<file path="config.mk">
export PLATFORM = sky130hd
export DESIGN_NAME = adder_measure_sequencer
export DESIGN_NICKNAME = d
export VERILOG_FILES = /design/src/rtl/adder_measure_sequencer.sv
export SDC_FILE = /design/constraint.sdc
export NUM_CORES = 1
export LEC_CHECK = 0
export ABC_AREA = 1
export CAP_MARGIN = 5
export CORE_MARGIN = 5
export CORE_UTILIZATION = 48
export CTS_BUF_LIST = sky130_fd_sc_hd__clkbuf_2 sky130_fd_sc_hd__clkbuf_4 sky130_fd_sc_hd__clkbuf_8
export CTS_CLUSTER_DIAMETER = 150
export DETAILED_ROUTE_END_ITERATION = 10
export PLACE_DENSITY = 0.79
export SETUP_SLACK_MARGIN = 0.3
export SYNTH_ARGS = -nofsm -noshare
export SYNTH_HDL_FRONTEND = slang
export SYNTH_SLANG_ARGS = --single-unit
export TNS_END_PERCENT = 5
</file>
<file path="constraint.sdc">
create_clock -name wb_clk_i -period 2.5 [get_ports wb_clk_i]
set_clock_uncertainty 0.1 [all_clocks]
set_input_delay 0.625 -clock wb_clk_i [delete_from_list [all_inputs] [get_ports wb_clk_i]]
set_output_delay 0.625 -clock wb_clk_i [all_outputs]
set_load 0.01 [all_outputs]
</file>
<file path="src/rtl/adder_measure_sequencer.sv">
// adder_measure_sequencer: runs N timed trials on the instrumented adder and collects min/max count and error stats
module adder_measure_sequencer #(
  parameter int WIDTH = 32,
  parameter int CNT_W = 16,
  parameter int TIMEOUT = 1023
) (
  input  logic             wb_clk_i,
  input  logic             rst_n,
  input  logic             go,
  input  logic [WIDTH-1:0] cfg_a,
  input  logic [WIDTH-1:0] cfg_b,
  input  logic [7:0]       cfg_trials,
  output logic [WIDTH-1:0] dut_a,
  output logic [WIDTH-1:0] dut_b,
  output logic             dut_start,
  input  logic             dut_done,
  input  logic [WIDTH-1:0] dut_sum,
  input  logic [CNT_W-1:0] dut_count,
  output logic             busy,
  output logic             result_valid,
  output logic [CNT_W-1:0] min_count,
  output logic [CNT_W-1:0] max_count,
  output logic [7:0]       err_count,
  output logic             timeout
);
  typedef enum logic [2:0] {IDLE, LOAD, START, WAIT, CHECK, DONE} state_t;
  state_t state, state_nx;
  logic [7:0] trials, tcnt, err_inc;
  logic [9:0] to_cnt;
  logic [WIDTH-1:0] sum_r;
  logic [CNT_W-1:0] cnt_r;
  logic accept, to_hit, last, bad;
  always_ff @(posedge wb_clk_i or negedge rst_n)
    if (!rst_n) state <= IDLE;
    else state <= state_nx;
  always_comb begin
    accept = go && (state == IDLE || state == DONE);
    to_hit = state == WAIT && !dut_done && to_cnt == 10'(TIMEOUT - 1);
    last = {1'b0, tcnt} + 9'd1 == {1'b0, trials};
    bad = sum_r != WIDTH'(dut_a + dut_b);
    err_inc = err_count + {7'd0, err_count != 8'hff};
    dut_start = state == START;
    busy = state == LOAD || state == START || state == WAIT || state == CHECK;
    result_valid = state == DONE;
    state_nx = state;
    case (state)
      IDLE, DONE: state_nx = accept ? LOAD : state;
      LOAD: state_nx = START;
      START: state_nx = WAIT;
      WAIT: state_nx = dut_done ? CHECK : to_hit ? DONE : WAIT;
      CHECK: state_nx = last ? DONE : LOAD;
      default: state_nx = IDLE;
    endcase
  end
  always_ff @(posedge wb_clk_i or negedge rst_n)
    if (!rst_n) begin
      dut_a <= '0;
      dut_b <= '0;
      trials <= '0;
      tcnt <= '0;
      to_cnt <= '0;
      sum_r <= '0;
      cnt_r <= '0;
      min_count <= '1;
      max_count <= '0;
      err_count <= '0;
      timeout <= 1'b0;
    end else begin
      if (accept) begin
        dut_a <= cfg_a;
        dut_b <= cfg_b;
        trials <= cfg_trials == 8'd0 ? 8'd1 : cfg_trials;
        tcnt <= '0;
        err_count <= '0;
        timeout <= 1'b0;
        min_count <= '1;
        max_count <= '0;
      end
      if (state == START) to_cnt <= '0;
      if (state == WAIT && dut_done) begin
        sum_r <= dut_sum;
        cnt_r <= dut_count;
      end
      if (state == WAIT && !dut_done) to_cnt <= to_cnt + 10'd1;
      if (to_hit) begin
        timeout <= 1'b1;
        err_count <= err_inc;
      end
      if (state == CHECK) begin
        err_count <= bad ? err_inc : err_count;
        min_count <= cnt_r < min_count ? cnt_r : min_count;
        max_count <= cnt_r > max_count ? cnt_r : max_count;
        tcnt <= tcnt + 8'd1;
      end
    end
endmodule
</file>
==> impl_metrics.ini <==
[run_status]
violations = setup timing
status = complete, but fails checks

[yosys]
yosys_warnings = 0
synth_edf_count = 0
synth.avg_cell_area_sq_um = 7.43
ys.flop_type = dfrtp_1
ys_ff_latch = 182
syn_area_sq_mm = 0.0111
ys_seq_area_frac = 0.411
async_flop_share = 1.00
synth_fp_nets = 1690
ys_types = 51
syn_inst = 1498

[timing]
min_period_ns = 2.73
tightest_slew_ns = 0.544
maxSlewHeadroom = 0.637
hold_violations = 0
setup_viol_count_final = 8
fin_crit_sh = 1.09
setup_ws_ns = -0.230
clock.fmax_ghz = 0.366
timing.hold.ws_ns = 0.372
grt_setup_unrepaired = yes
drv_slew = 0

[floorplanning]
initial_core_util = 0.489
dieWidth_um = 162
die-area_sq_mm = 0.0263
core_area_sq_mm = 0.0228
die_h_um = 162
pin_count = 232
num_rows = 55

[route]
drt-met1-wl_um = 14200
vias = 10901
antenna_left = 0
via_per_inst = 4.98
wl_per_cell_um = 15.4
drt-total-wl_um = 33700
topRoutingLayerUsed = met5
firstDrtPassIters = 6
drc_errors = 0
wl_met3_um = 2310
wl_met2_um = 16600
first_iter_violations = 662

[final_layout]
fin_nets = 2051
drive_gt1_frac = 0.173
final_cell_area_sq_mm = 0.0156
fin_util = 0.685
area_growth_pct = 40.1

[grt]
grt-ovfl-total = 0
grt_pass1_wl_um = 54400
grt_max_degree = 69
antenna_found_initial = 6
grt_pass1_vias = 11069
grt_use_total = 0.253

[cts]
path_clk_slew_ns = 0.11
cts-buffers-inserted = 17
cts-root-buf = clkbuf_8
cts_tree = built
ctsLongestPathBuffers = 2
cts_max_level = 4
clk_latency_ns = 0.48
clock-sinks = 182

[worst_setup_path]
path_class = reg -> reg
cp.required_ns = 2.81
cp.arrival_ns = 3.04
worstSetupStartpointType = flop
end_kind = flop
cp_max_fo = 8

[placement]
pre_cts_slack_ns = -0.308
dpl.hpwl_um = 25100
placedInstanceArea_sq_mm = 0.0147
place.gp.congestion = 0.929
io_buffers = 231

[job]
drv_cap = 0

[power_and_ir_drop]
p_leak_nw = 8.36
ir_drop_mv = 0.653
power_density_mw_per_mm2 = 1370

[min_path]
hold_path.class = reg -> reg
cells by family (layout without fill, tap and decap cells):
logic type / count (synthesis) / count (layout) / share of synthesized area
buffers and inverters: 252 / 625 / 0.0856
xor gates and xnor gates: 37 / 37 / 0.0298
muxes: 23 / 23 / 0.0231
AOI/OAI and AO/OA: 161 / 161 / 0.0794
and+or+nand+nor: 775 / 776 / 0.294
DFF: 182 / 182 / 0.411
adders and majority gates: 68 / 68 / 0.0771
other: 0 / 5 / 0
area by class of cell:
class	instances	area, sq um
clock buffer	19	255
inverter	222	841
clock inverter	13	166
multi-input combinational	1065	5960
tap	313	392
timing repair buffer	371	3390
sequential	182	4580
fill	1897	7180
antenna	5	12.5
metrics by stage:
step           instances  total power, W  setup TNS (ns)
2_1_floorplan       1498          0.0129               0
3_3_place_gp        2139          0.0182           -2.28
3_5_place_dp        2139          0.0185           -2.43
4_1_cts             2184          0.0208           -2.00
5_1_grt             2189          0.0234           -4.53
6_report            2190          0.0214           -1.79
per-layer routing:
metal	GRT usage	vias to the layer above
met5	0	-
met2	0.432	325
met3	0.0604	50
li1	-	5459
met1	0.320	5063
met4	0.0738	4
sequential cells by signal, indices dropped and copies added (netlist names):
name / count
sum_r: 32
cnt_r: 16
min_count: 16
err_count: 8
dut_a: 32
tcnt: 8
state: 3
trials: 8
timeout: 1
max_count: 16
dut_b: 32
to_cnt: 10
worst paths after layout:
check                           from           end  slack, ns  cells after the start
setup / recovery            dut_a[0]  err_count[1]      -0.23                     15
hold / removal             to_cnt[9]     to_cnt[9]       0.37                      1
setup reg to reg            dut_a[0]  err_count[1]      -0.23                     15
hold reg to reg            to_cnt[9]     to_cnt[9]       0.37                      1
max in group asynchronous      rst_n  min_count[3]       1.02                      3
min in group asynchronous      rst_n      dut_b[9]       0.58                      2
where the power goes:
part / internal, W / switching (W)
logic: 0.00617 / 0.00776
registers: 0.00428 / 0.00104
clock network: 0.000961 / 0.00118
placed cells by master (no fill, tap or decap), types with 20 or more instances in the layout:
cell type and count:
inv_1 210, nand3_1 60, nand2_1 519, mux2_2 22
dlygate4sd2_1 85, clkdlybuf4s50_1 129, nand2_2 25, a21oi_1 62
buf_4 128, nor2_1 90, nand4_1 20, dfrtp_1 160
ha_1 48, o22ai_1 22, o21ai_0 49
cell usage after synthesis, drive strengths merged (19+ instances only):
cell type	count	area share
a21oi	66	0.030
clkbuf	22	0.0074
dfrtp	166	0.37
ha	67	0.075
inv	222	0.075
mux2	22	0.022
nand2	545	0.19
nand3	68	0.033
nand4	21	0.013
nor2	112	0.043
o21ai	55	0.025
o22ai	22	0.012
xor2	19	0.016
what timing repair did:
item                                   CTS  global route
setup buffers                           11             1
hold buffers                             1             0
pin swaps                                8             7
gates resized for setup                125            63
gates cloned                             1             0
setup endpoints to repair              138           109
endpoints found under the hold margin   10             0
worst max-delay path: stages, from the launching register on:
cell	delay, ns
dfrtp_1	0.41
ha_2	0.20
fa_2	0.39
nand3_2	0.11
nand2_2	0.10
nand2_1	0.11
nand3_2	0.08
nand3b_1	0.17
nand3_1	0.13
nand3_1	0.14
nand3_1	0.13
nor2_4	0.16
nand4_4	0.19
nand2_4	0.16
nand2_1	0.06
nand2_1	0.05
No activity file was read; power rests on OpenSTA's default activity.
